--- src/rtl/pc_fetch_sequencer_if.sv ---
`default_nettype none
// ============================================================================
// Module   : pc_fetch_sequencer_if
// Brief    : Bus bundle between the PC fetch sequencer and its neighbours
//            (PC adder, branch resolution, instruction memory port).
// Revision : 1.0 - initial release
// ============================================================================
interface pc_fetch_sequencer_if;
  logic [31:0] PCAddResult;
  logic        Stall;
  logic        Branch;
  logic [31:0] BranchTarget;
  logic        MemAck;
  logic        MemReq;
  logic [31:0] PCResult;
  logic        FetchValid;
  logic [31:0] FetchPC;
  logic        Misaligned;

  modport master (
    input  PCAddResult, Stall, Branch, BranchTarget, MemAck,
    output MemReq, PCResult, FetchValid, FetchPC, Misaligned
  );

  modport slave (
    output PCAddResult, Stall, Branch, BranchTarget, MemAck,
    input  MemReq, PCResult, FetchValid, FetchPC, Misaligned
  );
endinterface
`default_nettype wire

--- src/rtl/pc_fetch_sequencer.sv ---
`default_nettype none
// ============================================================================
// Module   : pc_fetch_sequencer
// Brief    : Owns the program counter, issues req/ack instruction fetches,
//            handles stall and branch redirect with wrong-path squash.
// Revision : 1.0 - initial release
// ============================================================================
module pc_fetch_sequencer #(
  parameter logic [31:0] RESET_VECTOR = 32'h00000000
) (
  input  logic                   Clk,
  input  logic                   Reset,
  pc_fetch_sequencer_if.master   bus
);

  typedef enum logic [1:0] {
    ST_BOOT = 2'd0,
    ST_REQ  = 2'd1,
    ST_HOLD = 2'd2
  } state_t;

  state_t      r_state,    w_state_nxt;
  logic [31:0] r_pc,       w_pc_nxt;
  logic        r_memreq,   w_memreq_nxt;
  logic        r_fv,       w_fv_nxt;
  logic [31:0] r_fpc,      w_fpc_nxt;
  logic        r_mis,      w_mis_nxt;
  logic        r_pend_vld, w_pend_vld_nxt;
  logic [31:0] r_pend_tgt, w_pend_tgt_nxt;

  logic        w_apply;
  logic [31:0] w_tgt_raw;

  always_ff @(posedge Clk or posedge Reset) begin
    if (Reset) begin
      r_state    <= ST_BOOT;
      r_pc       <= RESET_VECTOR;
      r_memreq   <= 1'b0;
      r_fv       <= 1'b0;
      r_fpc      <= 32'h0;
      r_mis      <= 1'b0;
      r_pend_vld <= 1'b0;
      r_pend_tgt <= 32'h0;
    end else begin
      r_state    <= w_state_nxt;
      r_pc       <= w_pc_nxt;
      r_memreq   <= w_memreq_nxt;
      r_fv       <= w_fv_nxt;
      r_fpc      <= w_fpc_nxt;
      r_mis      <= w_mis_nxt;
      r_pend_vld <= w_pend_vld_nxt;
      r_pend_tgt <= w_pend_tgt_nxt;
    end
  end

  always_comb begin
    w_state_nxt    = r_state;
    w_pc_nxt       = r_pc;
    w_fv_nxt       = 1'b0;
    w_fpc_nxt      = r_fpc;
    w_mis_nxt      = 1'b0;
    w_pend_vld_nxt = r_pend_vld;
    w_pend_tgt_nxt = r_pend_tgt;
    w_apply        = 1'b0;
    w_tgt_raw      = bus.BranchTarget;

    case (r_state)
      ST_REQ: begin
        if (!bus.MemAck) begin
          // Request stays up and PC frozen; remember the newest redirect.
          if (bus.Branch) begin
            w_pend_vld_nxt = 1'b1;
            w_pend_tgt_nxt = bus.BranchTarget;
          end
        end else begin
          if (bus.Branch) begin
            w_apply = 1'b1;
          end else if (r_pend_vld) begin
            w_apply   = 1'b1;
            w_tgt_raw = r_pend_tgt;
          end else begin
            w_fv_nxt  = 1'b1;
            w_fpc_nxt = r_pc;
            w_pc_nxt  = bus.PCAddResult;
          end
          w_pend_vld_nxt = 1'b0;
          w_state_nxt    = bus.Stall ? ST_HOLD : ST_REQ;
        end
      end
      default: begin
        // BOOT and HOLD: nothing outstanding, so a redirect lands at once.
        w_apply     = bus.Branch;
        w_state_nxt = bus.Stall ? ST_HOLD : ST_REQ;
      end
    endcase

    if (w_apply) begin
      w_pc_nxt  = {w_tgt_raw[31:2], 2'b00};
      w_mis_nxt = |w_tgt_raw[1:0];
    end

    w_memreq_nxt = (w_state_nxt == ST_REQ);
  end

  assign bus.MemReq     = r_memreq;
  assign bus.PCResult   = r_pc;
  assign bus.FetchValid = r_fv;
  assign bus.FetchPC    = r_fpc;
  assign bus.Misaligned = r_mis;

endmodule
`default_nettype wire

--- src/flat_wrapper.sv ---
// flat-port wrapper written by rule: the top's interface ports become plain ports
module pc_fetch_sequencer_flat 
#(
  parameter logic [31:0] RESET_VECTOR = 32'h00000000
)
  (Clk, Reset, bus_PCAddResult, bus_Stall, bus_Branch, bus_BranchTarget, bus_MemAck, bus_MemReq, bus_PCResult, bus_FetchValid, bus_FetchPC, bus_Misaligned);
  pc_fetch_sequencer_if bus_i ();
  input  logic Clk;
  input  logic Reset;
  input wire logic [$bits(bus_i.PCAddResult)-1:0] bus_PCAddResult;
  input wire logic [$bits(bus_i.Stall)-1:0] bus_Stall;
  input wire logic [$bits(bus_i.Branch)-1:0] bus_Branch;
  input wire logic [$bits(bus_i.BranchTarget)-1:0] bus_BranchTarget;
  input wire logic [$bits(bus_i.MemAck)-1:0] bus_MemAck;
  output wire logic [$bits(bus_i.MemReq)-1:0] bus_MemReq;
  output wire logic [$bits(bus_i.PCResult)-1:0] bus_PCResult;
  output wire logic [$bits(bus_i.FetchValid)-1:0] bus_FetchValid;
  output wire logic [$bits(bus_i.FetchPC)-1:0] bus_FetchPC;
  output wire logic [$bits(bus_i.Misaligned)-1:0] bus_Misaligned;
  assign bus_i.PCAddResult = bus_PCAddResult;
  assign bus_i.Stall = bus_Stall;
  assign bus_i.Branch = bus_Branch;
  assign bus_i.BranchTarget = bus_BranchTarget;
  assign bus_i.MemAck = bus_MemAck;
  assign bus_MemReq = bus_i.MemReq;
  assign bus_PCResult = bus_i.PCResult;
  assign bus_FetchValid = bus_i.FetchValid;
  assign bus_FetchPC = bus_i.FetchPC;
  assign bus_Misaligned = bus_i.Misaligned;
  pc_fetch_sequencer #(.RESET_VECTOR(RESET_VECTOR)) u_core (.Clk(Clk), .Reset(Reset), .bus(bus_i));
endmodule
--- config.mk ---
export PLATFORM = sky130hd
export DESIGN_NAME = pc_fetch_sequencer_flat
export DESIGN_NICKNAME = d
export VERILOG_FILES = /design/src/rtl/pc_fetch_sequencer_if.sv /design/src/rtl/pc_fetch_sequencer.sv /design/src/flat_wrapper.sv
export SDC_FILE = /design/constraint.sdc
export NUM_CORES = 1
export LEC_CHECK = 0
export ABC_AREA = 1
export BUFFER_PORTS_ARGS = -buffer_cell sky130_fd_sc_hd__buf_2
export CAP_MARGIN = 20
export CORE_ASPECT_RATIO = 0.8
export CORE_MARGIN = 5
export CORE_UTILIZATION = 30
export DETAILED_ROUTE_END_ITERATION = 16
export PLACE_DENSITY_LB_ADDON = 0.08
export SLEW_MARGIN = 0
export SYNTH_ARGS = -nofsm -noshare
export SYNTH_HDL_FRONTEND = slang
export SYNTH_SLANG_ARGS = --single-unit
--- constraint.sdc ---
create_clock -name Clk -period 3.74 [get_ports Clk]
set_input_delay 0.561 -clock Clk [delete_from_list [all_inputs] [get_ports Clk]]
set_output_delay 0.561 -clock Clk [all_outputs]
set_load 0.005 [all_outputs]
# Word level (Yosys, flattened, before mapping)
# Cells that the tools add are included.
[totals]
register_bits = 102
in_bits = 69
out_inout_bits = 67
elab_cells = 46
[op_classes]
eq_ne = 4
n_mux = 23
n_bitwise = 3
reduce_logical = 8
[op_table]
columns = ["op", "count"]
rows = [
  ["$mux 32", 9],
  ["$mux 1", 11],
  ["$reduce_and 4->1", 2],
  ["$mux 2", 3],
  ["$reduce_bool 2->1", 3],
  ["$eq 2x1->1 const B", 2],
  ["$not 1->1", 3],
  ["$reduce_and 3->1", 1],
  ["$ne 2x1->1 const B", 1],
  ["$ne 2x2->1 const B", 1],
  ["$reduce_and 2->1", 1],
  ["$reduce_or 2->1", 1],
]

# Logic depth before layout (Yosys ltp)
# Gate-level depths: netlist (run 1).
[depth]
ltp_word = 6
depth_mapped = 8
mapped_depth_nobuf = 7

# Worst setup path before layout (run 1)
# OpenSTA, ideal clock, no wires.
[synth_timing]
path_type = "input-to-reg"
from = "input port bus_Branch"
to = "register u_core.r_pend_tgt[20]"
setup_time_ns = 0.121
arrival_time_ns = 1.280
required_ns = 3.619
path_slack_ns = 2.339
path_stages = 8
path_buffers = 2
path_cell_list = "inv_2 > nand2_2 > nand3_1 > nand3_1 > buf_4 > buf_4 > nand2_1 > o21ai_1"
[synth_via]
elab_chain_len = 1
[synth_lines]
columns = ["element", "line_no", "source"]
rows = [
  ["start, declared", "flat_wrapper.sv:12", "input wire logic [$bits(bus_i.Branch)-1:0] bus_Branch;"],
  ["$reduce_and 3->1 (no line)", "n/a", ""],
  ["end signal, assigned", "pc_fetch_sequencer.sv:52", "r_pend_tgt <= w_pend_tgt_nxt;"],
  ["end, declared", "pc_fetch_sequencer.sv:29", "logic [31:0] r_pend_tgt, w_pend_tgt_nxt;"],
]
# Every way passes these cells.
# A chain may end at the register's enable or synchronous reset.

# Worst setup path after layout (run 1)
[layout_timing]
from = "register u_core.r_state[1]"
to = "register u_core.r_pc[14], in the netlist u_core.bus.PCResult[14]"
[layout_via]
elab_chain_len = 4
elab_cells_between_ends = 9
cone_classes = "eq/ne: 3; mux: 3; reduce/logical: 3"
[layout_lines]
columns = ["element", "line_no", "source"]
rows = [
  ["start, declared", "pc_fetch_sequencer.sv:22", "state_t r_state, w_state_nxt;"],
  ["start signal, assigned", "pc_fetch_sequencer.sv:45", "r_state <= w_state_nxt;"],
  ["$eq 2x1->1 (*)", "pc_fetch_sequencer.sv:67", "case (r_state)"],
  ["$mux 1", "pc_fetch_sequencer.sv:67", ""],
  ["$ne 2x2->1 (no line), or another cell as far along", "n/a", ""],
  ["$reduce_and 4->1 (no line)", "n/a", ""],
  ["end signal, assigned", "pc_fetch_sequencer.sv:46", "r_pc <= w_pc_nxt;"],
  ["end, declared", "pc_fetch_sequencer.sv:23", "logic [31:0] r_pc, w_pc_nxt;"],
]
# Mark *: on every way between the ends. The rest lies on a longest branch, timed or not.

==> run_results.csv, run 1 <==
group,metric,value,unit
outcome,status,"completed",
sta,finalCritPeriodShare,59.95,%
finish,final_cell_count_no_fill,916,
worst_setup_path,crit_type,"reg2reg",
sta,setup_violations,0,
yosys,ys_async_sr_fraction,100.0,%
detailed_routing,ant_nets,0,
yosys,synth_fp_nets,648,
yosys,ys.warnings.count,0,
sta,slew_headroom,34.73,%
detailed_routing,vias,4208,
yosys,synth-edff-count,0,
clocking,clock_sinks,102,
yosys,synth_cells,579,
clocking,post_cts_buffers,0,
finish,fillers,1695,
grt,grt_pass1_vias,3995,
yosys,ys_types,17,
floorplanning,initial_utilization,30.25,%
yosys,synth-seq-cells,102,
floorplanning,dieArea,18350,µm²
clocking,cts_tree,"built",
floorplanning,core_area,15600,µm²
detailed_routing,drt-initial-drc-count,417,
detailed_routing,wl_per_cell,16.14,µm
clocking,htreeDepth,3,
sta,drv_slew,0,
floorplanning,die_w,150.2,µm
placement,post-dp-hpwl,10250,µm
clocking,hold_buffers,0,
detailed_routing,wl,14780,µm
sta,fmax,446.0,MHz
placement,pre_cts_slack,1.349,ns
grt,grt_antenna_before_repair,0,
clocking,cts_buffer_depth,2,
detailed_routing,vias_per_cell,4.594,
sta,layout_setup_ws,1.498,ns
pwr,powerDensity,574.5,nW/µm²
worst_hold_path,hold_path_class,"in2async",
finish,layout-drive-gt1-share,24.39,%
grt,grt_start_max_net_pins,103,
worst_setup_path,critPathCaptureType,"flip-flop",
sta,worst_pin_slew,0.9780,ns
detailed_routing,drc,0,
floorplanning,ios,136,
detailed_routing,drt_pass1_iterations,5,
finish,multi_input_area,1718,µm²
placement,placed_cells_incl_taps,899,
sta,rsz0062_at_grt,"no",
grt,grt_pass1_wl,23170,µm
yosys,ys_seq_area_share,54.11,%
worst_setup_path,crit_required,3.98,ns
clocking,worstSkewPairLatency,0.35,ns
sta,period_minus_slack,2.242,ns
finish,final_nets,765,
finish,ff_latch_area,2552,µm²
clocking,cts-resized-gates,0,
sta,finalHoldViolCount,0,
yosys,syn-mean-instance-area,8.147,µm²
clocking,cts_inserted_buffers,9,
worst_setup_path,startpoint_type,"flip-flop",
worst_setup_path,worstPathArrival,2.48,ns
floorplanning,die_y,122.2,µm
clocking,clk_pin_slew_worst_paths,0.07,ns
sta,finClkSkew,0.006304,ns
yosys,syn-cell-area,4717,µm²
pwr,ir_worst_vdd,0.2265,mV
yosys,ys.flop_type,"dfrtp_1",
finish,antenna_cells,0,
run,cap_violations,0,
grt,grt_overflow_total,0,
grt,track_usage,16.53,%
finish,area_growth,25.62,%
clocking,cts_root_buffer,"clkbuf_16",
placement,portBuffers,135,
floorplanning,fp-row-count,41,
pwr,p_leak,3.078,nW
placement,gp_congestion,0.7673,
sta,fin_setup_tns,0,ns
worst_setup_path,worstPathMaxFanout,32,
[path summary, 6_finish.rpt]
check	to	slack [ns]	startpoint	cells after the start
setup / recovery	u_core.bus.PCResult[14]	1.50	u_core.r_state[1]	8
hold / removal	u_core.bus.FetchPC[21]	0.34	Reset	3
setup reg to reg	u_core.bus.PCResult[14]	1.50	u_core.r_state[1]	8
hold reg to reg	u_core.r_pend_tgt[20]	0.49	u_core.r_pend_tgt[20]	2
max in group asynchronous	u_core.r_pend_tgt[7]	2.96	Reset	3
min in group Clk	u_core.bus.MemReq	0.40	bus_Stall	2
[cell usage in the layout (no fill, tap or decap), types with 2 or more instances in the layout]
cell type | netlist | routed
nand2_1 | 137 | 137
buf_2 | 19 | 135
dfrtp_1 | 102 | 102
inv_1 | 68 | 67
o21ai_0 | 57 | 57
o21ai_1 | 40 | 40
nand3_1 | 34 | 33
nor2_1 | 34 | 32
a21oi_1 | 31 | 31
a22oi_1 | 30 | 30
buf_4 | 6 | 10
clkbuf_16 | 0 | 9
inv_2 | 2 | 2
nand2_2 | 2 | 2
nor2_2 | 0 | 2
inv_6 | 0 | 2
bufinv_16 | 0 | 2
[report_power, final]
part	total (mW)	internal (mW)	switching, mW
Clock	1.03	0.593	0.434
Sequential	1.57	1.39	0.179
Combinational	0.807	0.345	0.462
Total	3.40	2.33	1.07
[synthesized netlist by cell type, types with 2 or more instances]
cell      instances  area share (%)
o21ai_0          57             6.0
nor2_1           34             2.7
a22oi_1          30             4.8
inv_1            68             5.4
dfrtp_1         102              54
nand3_1          34             3.6
buf_2            19             2.0
o21ai_1          40             4.2
a21oi_1          31             3.3
buf_4             6            0.95
nand2_2           2            0.27
inv_2             2            0.16
clkbuf_1         14             1.1
nand2_1         137              11
[cell type report]
type | count | area share [%]
multi-input combinational | 366 | 28.99
tap | 215 | 4.540
sequential | 102 | 43.07
inverter | 70 | 4.476
clock buffer | 10 | 3.864
clock inverter | 6 | 1.584
timing repair buffer | 147 | 13.47
[state kept, by name, summed over array words and instances (netlist names)]
register / flops
u_core.bus.MemReq: 1
u_core.r_state: 2
u_core.bus.FetchValid: 1
u_core.r_pend_tgt: 32
u_core.bus.PCResult: 32
u_core.bus.Misaligned: 1
u_core.r_pend_vld: 1
u_core.bus.FetchPC: 32
[worst max-delay path: stages, from the launching register on]
cell and delay (ns):
dfrtp_1 0.38, inv_1 0.11, nand2_1 0.10, nand2_1 0.07
buf_4 0.33, nand2_1 0.51, buf_4 0.38, nand3_1 0.17
a21oi_1 0.08
[per-layer routing]
metal  global-route usage (%)  share of wire, %  vias to the layer above
met1                    26.03                50                     1984
met4                    3.771              0.92                        0
li1                         -                 -                     2099
met3                    4.128               6.8                        9
met2                    22.50                42                      116
met5                        0                 0                        -
[stage by stage]
step	cell area [µm²]	power, mW	hold slack (ns)	util [%]
2_1_floorplan	4717	1.987	0.4530	-
3_3_place_gp	5575	2.391	0.4664	35.75
3_5_place_dp	5575	2.410	0.4780	35.75
4_1_cts	5898	3.458	0.3745	37.82
5_1_grt	5926	3.655	0.3930	38.00
6_report	5926	3.404	0.3401	38.00
[cells by family after synthesis]
| logic type | synth area share (%) |
|---|---|
| AND/OR/NAND/NOR | 17.69 |
| AO/OA/AOI/OAI | 18.36 |
| flip-flops | 54.11 |
| buffers and inverters | 9.841 |
No activity file was read; power rests on OpenSTA's default activity.
==> inputs of run 2 (changes only) <==
==> constraint.sdc (replaced) <==
create_clock -name Clk -period 1.86 [get_ports Clk]
set_input_delay 0.279 -clock Clk [delete_from_list [all_inputs] [get_ports Clk]]
set_output_delay 0.279 -clock Clk [all_outputs]
set_load 0.005 [all_outputs]
==> run 2 against run 1 <==
Net effect: global-route usage rose by 0.12 points; via count rose by 2.7%; first-iteration DRC count fell by 44%; cell count rose by 0.98%; clock power rose by 110%; sequential power rose by 100%; flip-flop and latch count did not move; maximum frequency rose by 37%; count of clock-buffer cells in the layout rose by 1; largest power group unchanged; highest routed layer is now met5.
==> run_results.csv, run 2 (synthesis gave the netlist of run 1 again) <==
group,metric,value,unit
finish,mostFrequentLayoutCell,"nand2_1",
outcome,status,"completed",
detailed_routing,ant_nets,0,
finish,layout-drive-gt1-share,25.11,%
sta,finalCritPeriodShare,87.73,%
finish,area_growth,28.36,%
clocking,clock_sinks,102,
sta,fmax,612.8,MHz
sta,fin_setup_tns,0,ns
floorplanning,die_w,150.2,µm
floorplanning,core_area,15600,µm²
sta,slew_headroom,41.99,%
sta,setup_violations,0,
floorplanning,die_y,122.2,µm
clocking,hold_buffers,1,
detailed_routing,drt-initial-drc-count,234,
worst_setup_path,critPathCaptureType,"flip-flop",
pwr,ir_worst_vdd,0.4506,mV
pwr,powerDensity,1154,nW/µm²
worst_setup_path,worstPathMaxFanout,22,
clocking,cts_tree,"built",
sta,finClkSkew,0.003928,ns
worst_setup_path,crit_type,"reg2reg",
finish,final_nets,774,
placement,gp_congestion,0.8107,
worst_setup_path,crit_required,2.09,ns
detailed_routing,vias_per_cell,4.672,
detailed_routing,vias,4322,
pwr,report.power.total,6.988,mW
floorplanning,dieArea,18350,µm²
grt,grt_antenna_before_repair,1,
grt,grt_pass1_vias,4282,
detailed_routing,drc,0,
pwr,p_leak,3.142,nW
placement,post-dp-hpwl,10390,µm
clocking,clk_pin_slew_worst_paths,0.07,ns
detailed_routing,drt_pass1_iterations,4,
clocking,htreeDepth,3,
detailed_routing,wl,14990,µm
clocking,cts-resized-gates,0,
worst_setup_path,worstPathArrival,1.86,ns
clocking,post_cts_buffers,0,
clocking,cts_inserted_buffers,9,
sta,finalHoldViolCount,0,
detailed_routing,wl_per_cell,16.21,µm
finish,layout_common_cells,"nand2_1 (137), buf_2 (135), dfrtp_1 (102)",
worst_hold_path,hold_path_class,"in2reg",
run,cap_violations,0,
worst_setup_path,startpoint_type,"flip-flop",
placement,portBuffers,135,
finish,fillers,1639,
grt,grt_overflow_total,0,
sta,worst_pin_slew,0.8681,ns
floorplanning,ios,136,
sta,drv_slew,0,
grt,grt_pass1_wl,23590,µm
sta,whs,0.1440,ns
grt,track_usage,16.65,%
grt,grt_start_max_net_pins,75,
clocking,worstSkewPairLatency,0.35,ns
clocking,cts_buffer_depth,2,
floorplanning,fp-row-count,41,
sta,rsz0062_at_grt,"no",
clocking,cts_root_buffer,"clkbuf_16",
sta,period_minus_slack,1.632,ns
floorplanning,initial_utilization,30.25,%
==> run 2: cell count changes in the layout (fill, tap and decap cells not counted), moves of 2 or more <==
cell	delta
buf_4	+5
nor2_2	-2
nor2_4	+2
inv_6	-2
buf_12	+4
==> run 2: layout make-up <==
cell class	count	area (µm²)	share of cell area, %
Antenna cell	1	2.502	0.04133
Clock buffer	11	242.7	4.009
Clock inverter	4	95.09	1.571
Inverter	70	266.5	4.402
Multi-Input combinational cell	366	1728	28.54
Sequential cell	102	2552	42.16
Tap cell	215	269.0	4.443
Timing Repair Buffer	156	898.4	14.84
==> run 2: metal layers <==
layer  wire length, µm  GRT usage (%)  vias to the layer above
met4                74          4.457                        2
met1              7159          23.37                     2076
met5                11              0                        -
li1                  -              -                     2123
met2              6809          25.20                      115
met3               935          4.835                        6
==> run 2: path summary, 6_finish.rpt <==
path / to / slack (ns) / cells past startpoint / start
min in group asynchronous: u_core.bus.FetchValid / 0.51 / 3 / Reset
hold reg to reg: u_core.r_pend_tgt[12] / 0.48 / 2 / u_core.r_pend_tgt[12]
setup / recovery: u_core.bus.PCResult[13] / 0.23 / 8 / u_core.r_state[1]
setup reg to reg: u_core.bus.PCResult[13] / 0.23 / 8 / u_core.r_state[1]
max in group asynchronous: u_core.bus.FetchPC[2] / 0.71 / 4 / Reset
hold / removal: u_core.bus.MemReq / 0.14 / 2 / bus_Stall
==> run 2: critical path: stages, from the launching register on <==
cell and delay (ns):
dfrtp_1 0.38, inv_1 0.11, nand3_4 0.13, buf_4 0.23, nor2_4 0.10, buf_4 0.28
nand2_1 0.08, nand3_1 0.11, a21oi_1 0.08
==> run 2: power breakdown <==
| part | internal (mW) | leakage (nW) | switching, mW |
|---|---|---|---|
| clock network | 1.34 | 0.166 | 0.827 |
| logic | 0.722 | 1.73 | 0.937 |
| registers | 2.80 | 1.25 | 0.360 |
==> run 2: per-stage QoR <==
stage	cell area [µm²]	util, %	cells	setup slack [ns]
final	6055	38.82	925	0.2283
after global routing	6052	38.81	924	0.04621
after CTS	6052	38.81	924	0.2126
after detailed placement	5704	36.58	908	0.2225
after global placement	5704	36.58	908	0.2401
after floorplan	4721	-	579	0.3634
==> inputs of run 3 (changes only) <==
--- a/config.mk
+++ b/config.mk
@@ -7,7 +7,7 @@
 export LEC_CHECK = 0
 export ABC_AREA = 1
 export BUFFER_PORTS_ARGS = -buffer_cell sky130_fd_sc_hd__buf_2
-export CAP_MARGIN = 20
+export CAP_MARGIN = 40
 export CORE_ASPECT_RATIO = 0.8
 export CORE_MARGIN = 5
 export CORE_UTILIZATION = 30
==> constraint.sdc (replaced) <==
create_clock -name Clk -period 1.45 [get_ports Clk]
set_input_delay 0.2175 -clock Clk [delete_from_list [all_inputs] [get_ports Clk]]
set_output_delay 0.2175 -clock Clk [all_outputs]
set_load 0.005 [all_outputs]
==> run 3 against run 2 <==
Net effect: register-to-register slack got worse by 0.18 ns; largest cell class unchanged; sequential share of layout area decreased by 3.8 points; cell count increased by 2.9%; clock skew increased by 0.0015 ns; sequential power increased by 28%; global-route usage increased by 0.21 points; power increased by 30%; via count increased by 3.1%; clock power increased by 21%.
==> run_results.csv, run 3 (synthesis gave the netlist of run 1 again) <==
group,metric,value,unit
grt,grtUsageMet1,23.24,%
detailed_routing,ant_nets,0,
worst_setup_path,crit_start,"u_core.r_state[1]",
detailed_routing,wl_per_cell,16.98,µm
worst_hold_path,hold_path_class,"in2reg",
sta,finalCritPeriodShare,96.56,%
detailed_routing,drt-initial-drc-count,250,
grt,grt_start_max_net_pins,52,
clocking,htreeDepth,3,
floorplanning,initial_utilization,30.25,%
clocking,clock_sinks,102,
placement,pre_cts_slack,0.03611,ns
clocking,cts_inserted_buffers,9,
pwr,report.power.total,9.077,mW
sta,fmax,714.3,MHz
worst_hold_path,holdPathStages,3,
grt,grt-busiest-layer,"met2",
placement,placed_cells_incl_taps,919,
floorplanning,die_y,122.2,µm
sta,setup_violations,0,
detailed_routing,drt_pass1_iterations,4,
worst_setup_path,startpoint_type,"flip-flop",
run,cap_violations,0,
sta,whs,0.09537,ns
floorplanning,dieArea,18350,µm²
finish,layout_common_cells,"buf_2 (135), nand2_1 (128), dfrtp_1 (102)",
finish,antenna_cells,0,
worst_setup_path,critPathCaptureType,"flip-flop",
placement,dpl_cell_area,5887,µm²
worst_setup_path,worstPathMaxFanout,6,
finish,fillers,1653,
worst_setup_path,crit_type,"reg2reg",
clocking,worstSkewPairLatency,0.35,ns
detailed_routing,vias_per_cell,4.682,
finish,stdcell_area,6650,µm²
detailed_routing,vias,4457,
placement,post-dp-hpwl,10680,µm
worst_setup_path,r2r-start,"u_core.r_state[1]",
finish,final_nets,801,
floorplanning,die_w,150.2,µm
sta,period_minus_slack,1.400,ns
sta,finClkSkew,0.005448,ns
floorplanning,ios,136,
grt,grt_use_met2,26.19,%
worst_setup_path,critPathBufInv,5,
detailed_routing,drc,0,
finish,multi_input_area,1857,µm²
finish,layout-drive-gt1-share,31.75,%
worst_hold_path,min_to,"u_core.bus.PCResult[1]",
grt,grt_pass1_vias,4481,
clocking,cts_tree,"built",
pwr,p_leak,3.388,nW
grt,grt_antenna_before_repair,1,
finish,ff_latch_area,2552,µm²
sta,rsz0062_at_grt,"yes",
placement,portBuffers,135,
worst_setup_path,worstPathArrival,1.69,ns
worst_setup_path,worstPathCellList,"inv_2, nand3_4, buf_12, buf_6, nor2_4, buf_12, clkbuf_16, nand2_1, nand2_1",
floorplanning,core_area,15600,µm²
sta,worst_pin_slew,0.3502,ns
worst_setup_path,crit_required,1.74,ns
sta,slew_headroom,76.60,%
floorplanning,fp-row-count,41,
finish,final_cell_count_no_fill,952,
finish,mostFrequentLayoutCell,"buf_2",
pwr,ir_worst_vdd,0.6640,mV
pwr,powerDensity,1365,nW/µm²
placement,gp_congestion,0.8019,
sta,drv_slew,0,
clocking,cts_root_buffer,"clkbuf_16",
sta,finalHoldViolCount,0,
finish,area_growth,40.98,%
worst_setup_path,critical_path.slowest_cell,"dfrtp_1",
grt,grt_overflow_total,0,
worst_setup_path,reg2reg_slack,0.05,ns
outcome,status,"completed",
grt,grt_pass1_wl,23930,µm
clocking,cts_buffer_depth,2,
worst_setup_path,rr_worst_depth,9,
sta,fin_setup_tns,0,ns
clocking,clk_pin_slew_worst_paths,0.07,ns
grt,track_usage,16.86,%
worst_setup_path,reg2reg_to,"u_core.bus.FetchPC[23]",
sta,layout_setup_ws,0.04993,ns
worst_setup_path,max_stage_delay,0.40,ns
detailed_routing,wl,16170,µm
worst_hold_path,worstHoldStart,"bus_PCAddResult[1]",
grt,grtUsageMet3,5.467,%
finish,final_util,42.64,%
worst_setup_path,path_delay_family,"buffers and inverters",
[run 3: cell count changes in the layout (fill, tap and decap cells not counted), moves of 5 or more]
| cell | previous run | this run |
|---|---|---|
| a22oi_1 | 30 | 22 |
| a22oi_2 | 0 | 8 |
| buf_12 | 5 | 17 |
| buf_6 | 0 | 9 |
| clkbuf_16 | 9 | 15 |
| nand2_1 | 137 | 128 |
| nand2_2 | 2 | 8 |
| nand3_1 | 33 | 28 |
| nand3_2 | 1 | 6 |
[run 3: how the worst max path moves through the flow]
| stage | endpoint | slack (ns) | cells past startpoint |
|---|---|---|---|
| floorplan | u_core.bus.FetchPC[0] | 0.01 | 1 |
| global placement | u_core.bus.PCResult[7] | 0.05 | 6 |
| detailed placement | u_core.bus.PCResult[7] | 0.04 | 6 |
| CTS | u_core.bus.PCResult[7] | 0.02 | 6 |
| global route | u_core.r_pend_tgt[21] | -0.10 | 7 |
| finish | u_core.bus.FetchPC[23] | 0.05 | 9 |
[run 3: layout make-up]
class | instances | share of cell area, %
well taps | 215 | 4.045
clock inverters | 6 | 1.298
repair buffers | 183 | 20.90
clock buffers | 10 | 3.443
multi-input cells | 366 | 27.92
flip-flops and latches | 102 | 38.38
inverters | 70 | 4.008
[run 3: tightest hold or removal path, stage by stage]
cell,delay (ns)
buf_2,0.08
nand3_1,0.06
nand2_1,0.05
[run 3: timing repair]
action,4_1_cts,5_1_grt
hold buffers,1,0
setup endpoints to repair,0,53
gates resized for setup,0,44
setup buffers,0,8
endpoints found under the hold margin,9,0
[run 3: power breakdown]
part | switching, mW | internal [mW]
logic | 1.29 | 1.11
registers | 0.463 | 3.59
clock network | 1.11 | 1.51
[run 3: per-layer routing]
layer	routed length, µm	part of all wire (%)
met3	1060	6.6
met2	7480	46
met5	11	0.068
met4	153	0.95
met1	7463	46
